==> src/rtl/ccip_c0rd_arbiter_if.sv <==
// Signal bundle between AFU read engines, the C0 read arbiter and the CCI-P C0 port.
// The arbiter uses the slave modport; the AFU/port side drives through master.
interface ccip_c0rd_arbiter_if #(
    parameter int NUM_REQ = 4,
    parameter int ADDR_W  = 42
);
    logic [NUM_REQ-1:0]        req_valid;
    logic [NUM_REQ*ADDR_W-1:0] req_addr;
    logic [NUM_REQ*12-1:0]     req_tag;
    logic [NUM_REQ-1:0]        req_ready;
    logic                      C0TxAlmFull;
    logic                      C0TxRdValid;
    logic [ADDR_W-1:0]         C0TxAddr;
    logic [15:0]               C0TxMdata;
    logic                      C0RxRdValid;
    logic [15:0]               C0RxMdata;
    logic [NUM_REQ-1:0]        rsp_valid;
    logic [11:0]               rsp_tag;
    logic                      drain_req;
    logic                      drained;
    logic [15:0]               outst_total;
    logic                      err_underflow;

    modport master (
        output req_valid, req_addr, req_tag, C0TxAlmFull, C0RxRdValid, C0RxMdata, drain_req,
        input  req_ready, C0TxRdValid, C0TxAddr, C0TxMdata, rsp_valid, rsp_tag, drained,
               outst_total, err_underflow
    );

    modport slave (
        input  req_valid, req_addr, req_tag, C0TxAlmFull, C0RxRdValid, C0RxMdata, drain_req,
        output req_ready, C0TxRdValid, C0TxAddr, C0TxMdata, rsp_valid, rsp_tag, drained,
               outst_total, err_underflow
    );
endinterface

==> src/rtl/ccip_c0rd_arbiter.sv <==
// Round-robin arbiter sharing the CCI-P C0 read-request channel between NUM_REQ requesters,
// with per-requester outstanding tracking, response routing by mdata[15:12] and a drain mode.
module ccip_c0rd_arbiter #(
    parameter int NUM_REQ   = 4,
    parameter int MAX_OUTST = 32,
    parameter int ADDR_W    = 42
) (
    input logic                clk,
    input logic                SoftReset,
    ccip_c0rd_arbiter_if.slave bus
);
    localparam int IDX_W = 4;
    localparam int CNT_W = $clog2(MAX_OUTST) + 1;

    typedef enum logic [1:0] {
        RUN   = 2'd0,
        DRAIN = 2'd1,
        IDLE  = 2'd2
    } state_t;

    state_t             state_r;
    logic [CNT_W-1:0]   cnt_r [NUM_REQ];
    logic [CNT_W-1:0]   cntNext_s [NUM_REQ];
    logic [IDX_W-1:0]   rrPtr_r;
    logic [NUM_REQ-1:0] eligible_s;
    logic [NUM_REQ-1:0] grant_s;
    logic [IDX_W-1:0]   grantIdx_s;
    logic               accept_s;
    logic [NUM_REQ-1:0] rspHit_s;
    logic               rxOk_s;
    logic               rxErr_s;
    logic [15:0]        totalNext_s;
    logic               allZeroNext_s;

    logic               txValid_r;
    logic [ADDR_W-1:0]  txAddr_r;
    logic [15:0]        txMdata_r;
    logic [NUM_REQ-1:0] rspValid_r;
    logic [11:0]        rspTag_r;
    logic               drained_r;
    logic [15:0]        outstTotal_r;
    logic               errUnderflow_r;

    // Per-requester eligibility; the raw reset input keeps req_ready low while reset is held.
    always_comb begin
        for (int i = 0; i < NUM_REQ; i++) begin
            eligible_s[i] = bus.req_valid[i] && (cnt_r[i] < CNT_W'(MAX_OUTST)) &&
                            (state_r == RUN) && !bus.drain_req && !bus.C0TxAlmFull && !SoftReset;
        end
    end

    // Round-robin pick: scan downwards so the nearest eligible requester at/after rrPtr wins.
    always_comb begin
        grant_s    = '0;
        grantIdx_s = '0;
        for (int k = NUM_REQ - 1; k >= 0; k--) begin
            if (eligible_s[(int'(rrPtr_r) + k) % NUM_REQ]) begin
                grant_s = '0;
                grant_s[(int'(rrPtr_r) + k) % NUM_REQ] = 1'b1;
                grantIdx_s = IDX_W'((int'(rrPtr_r) + k) % NUM_REQ);
            end else begin
                grant_s = grant_s;
            end
        end
    end

    assign accept_s = |grant_s;

    // Response decode; out-of-range indices never match any requester and so count as errors.
    always_comb begin
        for (int i = 0; i < NUM_REQ; i++) begin
            rspHit_s[i] = bus.C0RxRdValid && (bus.C0RxMdata[15:12] == IDX_W'(i)) &&
                          (cnt_r[i] != '0);
        end
        rxOk_s  = |rspHit_s;
        rxErr_s = bus.C0RxRdValid && !rxOk_s;
    end

    // Next outstanding counts and their total; a same-cycle issue and return cancel out.
    always_comb begin
        totalNext_s   = '0;
        allZeroNext_s = 1'b1;
        for (int i = 0; i < NUM_REQ; i++) begin
            case ({grant_s[i], rspHit_s[i]})
                2'b10:   cntNext_s[i] = cnt_r[i] + CNT_W'(1);
                2'b01:   cntNext_s[i] = cnt_r[i] - CNT_W'(1);
                default: cntNext_s[i] = cnt_r[i];
            endcase
            totalNext_s   = totalNext_s + 16'(cntNext_s[i]);
            allZeroNext_s = allZeroNext_s & (cntNext_s[i] == '0);
        end
    end

    // Counters, issue register, response register and the RUN/DRAIN/IDLE controller.
    always_ff @(posedge clk or posedge SoftReset) begin
        if (SoftReset) begin
            state_r        <= RUN;
            for (int i = 0; i < NUM_REQ; i++) begin
                cnt_r[i] <= '0;
            end
            rrPtr_r        <= '0;
            txValid_r      <= 1'b0;
            txAddr_r       <= '0;
            txMdata_r      <= 16'h0000;
            rspValid_r     <= '0;
            rspTag_r       <= 12'h000;
            drained_r      <= 1'b0;
            outstTotal_r   <= 16'h0000;
            errUnderflow_r <= 1'b0;
        end else begin
            for (int i = 0; i < NUM_REQ; i++) begin
                cnt_r[i] <= cntNext_s[i];
            end
            outstTotal_r <= totalNext_s;
            txValid_r    <= accept_s;
            if (accept_s) begin
                rrPtr_r   <= (grantIdx_s == IDX_W'(NUM_REQ - 1)) ? IDX_W'(0) : grantIdx_s + IDX_W'(1);
                txAddr_r  <= bus.req_addr[int'(grantIdx_s) * ADDR_W +: ADDR_W];
                txMdata_r <= {grantIdx_s, bus.req_tag[int'(grantIdx_s) * 12 +: 12]};
            end
            rspValid_r <= rspHit_s;
            if (rxOk_s) begin
                rspTag_r <= bus.C0RxMdata[11:0];
            end
            if (rxErr_s) begin
                errUnderflow_r <= 1'b1;
            end
            // Quiescence is judged on next-cycle counts so drained rises right after the last return.
            case (state_r)
                RUN: begin
                    if (bus.drain_req) begin
                        state_r <= DRAIN;
                    end
                end
                DRAIN: begin
                    if (!bus.drain_req) begin
                        state_r <= RUN;
                    end else if (allZeroNext_s && !accept_s) begin
                        state_r   <= IDLE;
                        drained_r <= 1'b1;
                    end
                end
                IDLE: begin
                    if (!bus.drain_req) begin
                        state_r   <= RUN;
                        drained_r <= 1'b0;
                    end
                end
                default: begin
                    state_r   <= RUN;
                    drained_r <= 1'b0;
                end
            endcase
        end
    end

    assign bus.req_ready     = grant_s;
    assign bus.C0TxRdValid   = txValid_r;
    assign bus.C0TxAddr      = txAddr_r;
    assign bus.C0TxMdata     = txMdata_r;
    assign bus.rsp_valid     = rspValid_r;
    assign bus.rsp_tag       = rspTag_r;
    assign bus.drained       = drained_r;
    assign bus.outst_total   = outstTotal_r;
    assign bus.err_underflow = errUnderflow_r;
endmodule

==> src/flat_wrapper.sv <==
// flat-port wrapper written by rule: the top's interface ports become plain ports
module ccip_c0rd_arbiter_flat 
#(
    parameter int NUM_REQ   = 4,
    parameter int MAX_OUTST = 32,
    parameter int ADDR_W    = 42
)
  (clk, SoftReset, bus_req_valid, bus_req_addr, bus_req_tag, bus_C0TxAlmFull, bus_C0RxRdValid, bus_C0RxMdata, bus_drain_req, bus_req_ready, bus_C0TxRdValid, bus_C0TxAddr, bus_C0TxMdata, bus_rsp_valid, bus_rsp_tag, bus_drained, bus_outst_total, bus_err_underflow);
  ccip_c0rd_arbiter_if #(.NUM_REQ(NUM_REQ), .ADDR_W(ADDR_W)) bus_i ();
  input logic clk;
  input logic SoftReset;
  input wire logic [$bits(bus_i.req_valid)-1:0] bus_req_valid;
  input wire logic [$bits(bus_i.req_addr)-1:0] bus_req_addr;
  input wire logic [$bits(bus_i.req_tag)-1:0] bus_req_tag;
  input wire logic [$bits(bus_i.C0TxAlmFull)-1:0] bus_C0TxAlmFull;
  input wire logic [$bits(bus_i.C0RxRdValid)-1:0] bus_C0RxRdValid;
  input wire logic [$bits(bus_i.C0RxMdata)-1:0] bus_C0RxMdata;
  input wire logic [$bits(bus_i.drain_req)-1:0] bus_drain_req;
  output wire logic [$bits(bus_i.req_ready)-1:0] bus_req_ready;
  output wire logic [$bits(bus_i.C0TxRdValid)-1:0] bus_C0TxRdValid;
  output wire logic [$bits(bus_i.C0TxAddr)-1:0] bus_C0TxAddr;
  output wire logic [$bits(bus_i.C0TxMdata)-1:0] bus_C0TxMdata;
  output wire logic [$bits(bus_i.rsp_valid)-1:0] bus_rsp_valid;
  output wire logic [$bits(bus_i.rsp_tag)-1:0] bus_rsp_tag;
  output wire logic [$bits(bus_i.drained)-1:0] bus_drained;
  output wire logic [$bits(bus_i.outst_total)-1:0] bus_outst_total;
  output wire logic [$bits(bus_i.err_underflow)-1:0] bus_err_underflow;
  assign bus_i.req_valid = bus_req_valid;
  assign bus_i.req_addr = bus_req_addr;
  assign bus_i.req_tag = bus_req_tag;
  assign bus_i.C0TxAlmFull = bus_C0TxAlmFull;
  assign bus_i.C0RxRdValid = bus_C0RxRdValid;
  assign bus_i.C0RxMdata = bus_C0RxMdata;
  assign bus_i.drain_req = bus_drain_req;
  assign bus_req_ready = bus_i.req_ready;
  assign bus_C0TxRdValid = bus_i.C0TxRdValid;
  assign bus_C0TxAddr = bus_i.C0TxAddr;
  assign bus_C0TxMdata = bus_i.C0TxMdata;
  assign bus_rsp_valid = bus_i.rsp_valid;
  assign bus_rsp_tag = bus_i.rsp_tag;
  assign bus_drained = bus_i.drained;
  assign bus_outst_total = bus_i.outst_total;
  assign bus_err_underflow = bus_i.err_underflow;
  ccip_c0rd_arbiter #(.NUM_REQ(NUM_REQ), .MAX_OUTST(MAX_OUTST), .ADDR_W(ADDR_W)) u_core (.clk(clk), .SoftReset(SoftReset), .bus(bus_i));
endmodule
==> config.mk <==
export PLATFORM = sky130hd
export DESIGN_NAME = ccip_c0rd_arbiter_flat
export DESIGN_NICKNAME = d
export VERILOG_FILES = /design/src/rtl/ccip_c0rd_arbiter_if.sv /design/src/rtl/ccip_c0rd_arbiter.sv /design/src/flat_wrapper.sv
export SDC_FILE = /design/constraint.sdc
export NUM_CORES = 1
export LEC_CHECK = 0
export CORE_MARGIN = 5
export CORE_UTILIZATION = 47
export DETAILED_ROUTE_END_ITERATION = 12
export GPL_ROUTABILITY_DRIVEN = 0
export PLACE_DENSITY_LB_ADDON = 0.2
export SYNTH_ARGS = -nofsm -noshare
export SYNTH_HDL_FRONTEND = slang
export SYNTH_SLANG_ARGS = --single-unit
==> constraint.sdc <==
create_clock -name clk -period 13.3 [get_ports clk]
set_input_delay 2.66 -clock clk [delete_from_list [all_inputs] [get_ports clk]]
set_output_delay 2.66 -clock clk [all_outputs]
set_load 0.02 [all_outputs]
; ---- Word-level counts from Yosys, hierarchy flattened
; Cells that the tools add are included.
; Widths: inputs -> output; s select.
[op_classes]
n_shift = 2
n_bitwise = 7
n_addsub = 15
n_eq_ne = 19
magnitude_cmp = 12
multipliers = 2
n_reduce_logical = 56
n_mux = 41
[ops]
columns = cell, n
row1 = $shiftx 168x32->42, 1
row2 = $pmux 6 s2, 4
row3 = $shiftx 48x32->12, 1
row4 = $logic_and 1x1->1, 34
row5 = $add 16x6->16, 2
row6 = $mux 4, 8
row7 = $add 6x1->6 const B, 4
row8 = $logic_not 6->1, 4
row9 = $lt 6x6->1 const B, 4
row10 = $reduce_bool 6->1, 4
row11 = $sub 6x1->6 const B, 4
row12 = $mux 1, 14
row13 = $eq 4x2->1 const B, 3
row14 = $lt 3x4->1 const B, 3
row15 = $eq 2x1->1 const B, 5
row16 = $eq 2x2->1 const B, 5
row17 = $mux 2, 5
row18 = $ge 3x1->1 const B, 3
row19 = $mul 4x5->9 const B, 1
row20 = $bmux 1 s2, 4
row21 = $demux 1 s2, 4
row22 = $reduce_or 4->1, 2
row23 = $add 6x6->7, 1
row24 = $mul 4x2->6 const B, 1
row25 = other kinds (19), 33
[totals]
in_bits = 241
word_cells = 168
ff_bits = 121
out_inout_bits = 97

; ---- Logic depth before layout (Yosys ltp)
; Gate-level depths: netlist of run 1.
[depth]
ltp_word = 23
mapped_depth = 27
depth_no_buf = 26

; ---- Least setup slack after synthesis of run 1
; OpenSTA, ideal clock, no wires.
[synth_timing]
path_type = input-to-reg
from = input port bus_req_valid[1]
to = register u_core.outstTotal_r[7], in the netlist u_core.bus.outst_total[7]
t_required_ns = 13.182
slack_ns = 5.785
setup_time_ns = 0.118
cell_stages = 21
path_buffers = 0
t_arrival_ns = 7.397
cell_sequence = nand2b_4 mux4_2 nor3b_4 a22oi_1 a31oi_2 inv_1 ha_1 fa_1 mux2i_1 inv_1 ha_1 a21o_1 a21oi_1 xnor2_1 fa_1 inv_1 ha_1 a21o_1 a21oi_1 o21bai_1 a21o_1
[synth_rtl]
columns = element, line_no
row1 = from (decl), flat_wrapper.sv:12  ; input wire logic [$bits(bus_i.req_valid)-1:0] bus_req_valid;
row2 = to (signal assigned), ccip_c0rd_arbiter.sv:114  ; outstTotal_r <= totalNext_s;
row3 = to (decl), ccip_c0rd_arbiter.sv:41  ; logic [15:0] outstTotal_r;

==> out/results.tsv, run 1 <==
stage	metric	value	unit
outcome	outcome	finished, final reports clean	
setup_path	critical_path_arrival	8460	ps
power_and_ir_drop	pwr_density_cell	184.0	nW/um^2
placement	post-dp-hpwl	21340	um
yosys	yosys-top-cells-count	113 x mux2i_1, 111 x dfrtp_1, 74 x nand2_1	
yosys	synth-seq-cells	111	
power_and_ir_drop	max-vdd-ir-drop	0.3264	mV
yosys	synth.most_common_cell	mux2i_1	
floorplanning	placeable_area	16580	um^2
clock_tree	post_cts_hold_buffer_count	0	
timing	grt_setup_unrepaired	no	
clock_tree	post-cts-setup-buffer-count	0	
setup_path	crit-reg2reg-launch	u_core.rrPtr_r[0]$_DFFE_PP0P_	
clock_tree	cts_max_level	3	
floorplanning	die_area	19650	um^2
timing	final.setup_skew	9.335	ps
cells_and_area	area.growth.synth_to_final	45.33	%
placement	place_worst_setup_slack	4783	ps
clock_tree	cts-root-to-sink-buffers	2	
grt	grt_pass1_wl	40210	um
grt	vias_in_the_first_global_route	6900	
grt	grt_antenna_before_repair	3	
yosys	post_synth_main_area_contributors	dfrtp_1 35%, mux2i_1 14%, mux2_2 9.5%, ha_1 6.4%, o21ai_1 3.6%	
timing	timing.hold.ws	476.2	ps
yosys	synth_top_cell_area_share	0.3487	
timing	timing_hold_violations_final	0	
yosys	netlist.top_cell.by_area	dfrtp_1	
setup_path	cp-start-kind	input port	
setup_path	critPathMaxFanout	8	
timing	setup_viol	0	
flow_run	max_cap_violations	0	
yosys	synth_enable_flop_cells	0	
setup_path	endpoint_kind	flop	
setup_path	category_of_the_most_critical_setup_path	in -> reg	
timing	final_max_tran_viols	0	
route	drc_errors	0	
route	detail_route.first_pass.iterations	5	
timing	min_period_over_period	0.6176	
cells_and_area	design.final.nets	1369	
power_and_ir_drop	report.power.total	2.130	mW
grt	grt.overflow.total	0	
setup_path	critical_path.endpoint	u_core.bus.outst_total[7]$_DFF_PP0_	
clock_tree	tritoncts.num_buffers	9	
route	drt_wl_total	26230	um
yosys	number_of_distinct_library_cells_after_synthesis	59	
setup_path	required	13550	ps
setup_path	worst_r2r_path_depth	22	
clock_tree	cts_tree	built	
power_and_ir_drop	cellLeakagePower	4.779	nW
clock_tree	clk_pin_slew	70	ps
placement	place.port_buffers	327	
yosys	synth_cells	768	
clock_tree	clock-root-buffer	clkbuf_16	
grt	grt_max_degree	63	
clock_tree	number_of_sinks_on_the_clock_net	111	
route	detail_route.wl_per_cell	20.14	um
setup_path	r2r-end	u_core.bus.outst_total[7]$_DFF_PP0_	
setup_path	setup.reg_to_reg.worst_slack	7170	ps
yosys	syn-cell-area	7965	um^2
timing	max_slew_margin	0.3203	
cells_and_area	drive_above_1_share	0.1001	
timing	tightest_slew	1019	ps
timing	finalSetupTns	0	ps
floorplanning	die_x	140.2	um
yosys	synthesis.yosys.warnings	0	
yosys	yosysSeqAreaShare	0.3487	
floorplanning	die_h	140.2	um
clock_tree	post_cts_resized	0	
route	initial_drc_count	404	
route	detail-route-antenna-nets	0	
timing	clock.fmax	121.7	MHz
timing	post-route-worst-setup-slack	5085	ps
yosys	syn-mean-instance-area	10.37	um^2
clock_tree	clk-insertion-delay-late	350	ps
floorplanning	placement_rows	47	
floorplanning	effective_utilization_at_floorplan	0.4803	
setup_path	critical_path.startpoint	bus_drain_req	
floorplanning	boundaryPins	338	
route	num_vias	6851	
route	dr_vias_cell	5.262	
yosys	async_flop_share	1.000	
timing	finalWorstPathRequiredPeriod	8215	ps
grt	globalRouteTotalUtil	0.2612	
yosys	synth_top_flop_cell	dfrtp_1	
min_path	holdCritPathClass	reg -> reg	
-- how the worst min path moves through the flow --
stage	cells past startpoint	start	slack, ps	end
after global placement	1	u_core.bus.err_underflow$_DFFE_PP0P_	450	u_core.bus.err_underflow$_DFFE_PP0P_
after CTS	1	u_core.bus.err_underflow$_DFFE_PP0P_	480	u_core.bus.err_underflow$_DFFE_PP0P_
final	1	u_core.bus.err_underflow$_DFFE_PP0P_	480	u_core.bus.err_underflow$_DFFE_PP0P_
after global routing	1	u_core.bus.err_underflow$_DFFE_PP0P_	510	u_core.bus.err_underflow$_DFFE_PP0P_
after detailed placement	1	u_core.bus.err_underflow$_DFFE_PP0P_	460	u_core.bus.err_underflow$_DFFE_PP0P_
after floorplan	1	u_core.state_r[0]$_DFFE_PP0P_	460	u_core.bus.drained$_DFFE_PP0P_
-- state kept, by name (all words and copies together) (netlist names) --
name / count
u_core.cnt_r: 24
u_core.bus.C0TxRdValid: 1
u_core.bus.err_underflow: 1
u_core.bus.C0TxMdata: 14
u_core.rrPtr_r: 2
u_core.bus.rsp_tag: 12
u_core.bus.outst_total: 8
u_core.bus.C0TxAddr: 42
u_core.bus.rsp_valid: 4
u_core.bus.drained: 1
u_core.state_r: 2
-- layout by cell type (no fill, tap or decap), types with 7 or more instances in the layout --
cell type        synthesis  routed
a21oi_1                 20      20
xnor2_1                 14      14
clkdlybuf4s50_1          0     327
a21o_1                  12      12
o21ai_1                 57      56
nand4_1                  8       8
nor3b_1                  9       9
nand2_1                 74      74
ha_1                    41      41
dfrtp_1                111     111
nor2_1                  19      19
fa_1                    12      12
mux2i_1                113     113
xor2_1                   9       9
buf_4                   12       8
mux2_2                  67      67
clkbuf_16                0       9
a22oi_1                  7       7
conb_1                   1      10
o21ai_0                 13      13
inv_1                   40      39
nor4b_1                 11      11
-- area by class of cell --
class	count	area (um^2)
clock buffer	11	232.7
antenna	3	7.507
sequential	111	2778
clock inverter	4	31.28
timing repair buffer	335	3333
tap	220	275.3
fill	1331	5007
multi-input combinational	575	4755
inverter	43	163.9
-- logic make-up after synthesis --
group | Yosys count | synth area share
multiplexers | 185 | 0.2480
buffers and inverters | 91 | 0.06079
AND/OR/NAND/NOR | 163 | 0.1137
AO/OA/AOI/OAI | 141 | 0.1084
XOR/XNOR | 23 | 0.02529
other | 1 | 0.0004708
flip-flops | 111 | 0.3487
adder cells (fa/ha/maj) | 53 | 0.09456
-- critical path, stage by stage --
cell             delay [ps]
clkdlybuf4s50_1         460
nor4_1                  400
nor2b_1                 500
nand2b_1                330
nor2_1                  190
a31oi_2                  80
inv_1                    90
ha_1                    300
inv_1                   130
fa_1                    510
nor2_1                   50
a21oi_1                 260
inv_1                   120
ha_1                    310
a21o_1                  180
a21oi_1                 210
xnor2_1                 130
fa_1                    520
inv_1                    40
ha_1                    320
a21o_1                  180
a21oi_1                 220
o21bai_1                 80
a21o_1                  180
-- per-stage QoR --
| stage | cells | util | cell area [um^2] |
|---|---|---|---|
| floorplan | 777 | - | 7999 |
| global placement | 1284 | 0.6817 | 11300 |
| detailed placement | 1284 | 0.6817 | 11300 |
| CTS | 1299 | 0.6976 | 11570 |
| global route | 1302 | 0.6981 | 11580 |
| finish | 1302 | 0.6981 | 11580 |
-- metal layers --
| layer | wire length, um | part of all wire | GRT usage |
|---|---|---|---|
| met1 | 10520 | 0.40 | 0.3231 |
| met2 | 13110 | 0.50 | 0.4451 |
| met3 | 1665 | 0.063 | 0.05624 |
| met4 | 937 | 0.036 | 0.1030 |
| met5 | 0 | 0 | 0 |
-- report_power, final --
part	internal (mW)	total [mW]	leakage, nW	switching, mW
Sequential	0.489	0.589	1.39	0.100
Combinational	0.613	1.29	3.27	0.675
Clock	0.127	0.253	0.118	0.126
(Power assumes the default switching activity.)
==> run 2, diff against run 1 <==
--- a/config.mk
+++ b/config.mk
@@ -6,7 +6,7 @@
 export NUM_CORES = 1
 export LEC_CHECK = 0
 export CORE_MARGIN = 5
-export CORE_UTILIZATION = 47
+export CORE_UTILIZATION = 44
 export DETAILED_ROUTE_END_ITERATION = 12
 export GPL_ROUTABILITY_DRIVEN = 0
 export PLACE_DENSITY_LB_ADDON = 0.2
==> constraint.sdc (replaced) <==
create_clock -name clk -period 8.05 [get_ports clk]
set_input_delay 1.61 -clock clk [delete_from_list [all_inputs] [get_ports clk]]
set_output_delay 1.61 -clock clk [all_outputs]
set_load 0.02 [all_outputs]
==> run 2 against run 1 <==
Compared with the run above:
- clock power rose by 83%
- global-route usage fell by 2.4 points
- core utilization fell by 4.8 points
- flip-flop and latch count did not move
- worst hold slack got worse by 12 ps
- routed wire length rose by 0.33%
- combinational power rose by 65%
==> out/results.tsv, run 2 (same netlist as run 1, synthesis figures left out) <==
stage	metric	value	unit
cells_and_area	layout_commonest_cell	clkdlybuf4s50_1	
clock_tree	post-cts-setup-buffer-count	0	
timing	max_slew_margin	0.2973	
power_and_ir_drop	max-vdd-ir-drop	0.6032	mV
clock_tree	tritoncts.num_buffers	9	
route	num_vias	6799	
timing	grt_setup_unrepaired	no	
clock_tree	clk-insertion-delay-late	350	ps
timing	clock.fmax	139.6	MHz
placement	place_worst_setup_slack	581.8	ps
cells_and_area	largest_register_ffs	42	
grt	grt.overflow.total	0	
floorplanning	placeable_area	17900	um^2
setup_path	critPathMaxFanout	8	
power_and_ir_drop	pwr_density_cell	305.8	nW/um^2
route	detail-route-antenna-nets	0	
placement	post-dp-hpwl	21290	um
setup_path	crit-reg2reg-launch	u_core.rrPtr_r[0]$_DFFE_PP0P_	
setup_path	category_of_the_most_critical_setup_path	in -> reg	
flow_run	max_cap_violations	0	
floorplanning	effective_utilization_at_floorplan	0.4449	
grt	grt_max_degree	115	
clock_tree	number_of_sinks_on_the_clock_net	111	
placement	place.port_buffers	327	
clock_tree	clk_pin_slew	80	ps
route	drt_wl_total	26310	um
setup_path	critical_path_arrival	7410	ps
timing	min_period_over_period	0.8896	
floorplanning	placement_rows	49	
timing	finalWorstPathRequiredPeriod	7161	ps
clock_tree	post_cts_hold_buffer_count	0	
timing	final_max_tran_viols	0	
setup_path	critical_path.startpoint	bus_drain_req	
route	drc_errors	0	
route	detail_route.wl_per_cell	20.09	um
grt	globalRouteTotalUtil	0.2372	
setup_path	cp-start-kind	input port	
cells_and_area	final_cell_mix	327 x clkdlybuf4s50_1, 113 x mux2i_1, 111 x dfrtp_1	
setup_path	setup.reg_to_reg.worst_slack	1860	ps
timing	post-route-worst-setup-slack	888.7	ps
cells_and_area	instances_no_fill	1310	
grt	grt_antenna_before_repair	1	
cells_and_area	design.final.nets	1369	
timing	final.setup_skew	12.66	ps
grt	vias_in_the_first_global_route	6607	
route	dr_vias_cell	5.190	
setup_path	critical_path.endpoint	u_core.bus.outst_total[7]$_DFF_PP0_	
floorplanning	die_area	20890	um^2
timing	finalSetupTns	0	ps
setup_path	worst_r2r_path_depth	24	
route	detail_route.first_pass.iterations	4	
power_and_ir_drop	cellLeakagePower	4.806	nW
floorplanning	die_h	144.5	um
setup_path	r2r-end	u_core.bus.outst_total[7]$_DFF_PP0_	
cells_and_area	drive_above_1_share	0.1028	
clock_tree	cts_tree	built	
timing	tightest_slew	1054	ps
route	initial_drc_count	349	
timing	timing_hold_violations_final	0	
floorplanning	die_x	144.5	um
clock_tree	cts-root-to-sink-buffers	2	
grt	grt_pass1_wl	37840	um
floorplanning	boundaryPins	338	
timing	setup_viol	0	
clock_tree	cts_max_level	3	
cells_and_area	utilization	0.6500	
setup_path	required	8300	ps
clock_tree	post_cts_resized	0	
clock_tree	clock-root-buffer	clkbuf_16	
cells_and_area	area.growth.synth_to_final	46.09	%
setup_path	endpoint_kind	flop	
placement	placed_cells_incl_taps	1293	
outcome	outcome	finished, final reports clean	
min_path	holdCritPathClass	reg -> reg	
run 2: changes by cell type in the layout (fill, tap and decap cells not counted), sizes merged:
cell / previous run / this run
clkbuf: 11 / 9
diode: 3 / 1
bufinv: 0 / 1
clkinv: 0 / 1
inv: 44 / 45
run 2: how the worst min path moves through the flow:
stage | start | end | slack (ps) | depth (start not counted)
finish | u_core.bus.err_underflow$_DFFE_PP0P_ | u_core.bus.err_underflow$_DFFE_PP0P_ | 460 | 1
global route | u_core.bus.err_underflow$_DFFE_PP0P_ | u_core.bus.err_underflow$_DFFE_PP0P_ | 490 | 1
CTS | u_core.bus.err_underflow$_DFFE_PP0P_ | u_core.bus.err_underflow$_DFFE_PP0P_ | 460 | 1
detailed placement | u_core.bus.err_underflow$_DFFE_PP0P_ | u_core.bus.err_underflow$_DFFE_PP0P_ | 440 | 1
global placement | u_core.bus.err_underflow$_DFFE_PP0P_ | u_core.bus.err_underflow$_DFFE_PP0P_ | 440 | 1
floorplan | u_core.state_r[0]$_DFFE_PP0P_ | u_core.bus.drained$_DFFE_PP0P_ | 460 | 1
run 2: where the power goes:
group	internal [mW]	leakage (nW)	switching (mW)
logic	1.02	3.28	1.11
clock network	0.245	0.141	0.216
registers	0.807	1.39	0.164
total	2.07	4.81	1.49
run 2: cell type report:
| cell class | instances | area [um^2] |
|---|---|---|
| antenna | 1 | 2.502 |
| clock buffer | 9 | 225.2 |
| clock inverter | 7 | 80.08 |
| fill | 1483 | 6266 |
| inverter | 43 | 163.9 |
| multi-input combinational | 575 | 4755 |
| sequential | 111 | 2778 |
| tap | 229 | 286.5 |
| timing repair buffer | 335 | 3346 |
run 2: per-layer routing:
metal  wire, um  GRT usage
met1      10560     0.2994
met2      13550     0.4194
met3       1779    0.05060
met4        419    0.05007
met5          0          0
run 2: per-stage QoR:
step | area (um^2) | total power, mW | hold WS (ps)
after floorplan | 7999 | 2.305 | 464.4
after global placement | 11330 | 3.080 | 440.2
after detailed placement | 11330 | 3.118 | 443.6
after CTS | 11630 | 3.603 | 464.6
after global routing | 11640 | 3.856 | 491.1
final | 11640 | 3.559 | 464.1
run 2: worst max-delay path: stages:
cell,delay (ps)
clkdlybuf4s50_1,460
nor4_1,390
nor2b_1,450
nand2b_1,320
nor2_1,230
a31oi_2,90
inv_1,100
ha_1,310
inv_1,130
fa_1,510
nor2_1,60
a21oi_1,240
inv_1,110
ha_1,300
a21o_1,180
a21oi_1,220
xnor2_1,130
fa_1,520
inv_1,50
ha_1,320
a21o_1,180
a21oi_1,230
o21bai_1,90
a21o_1,170
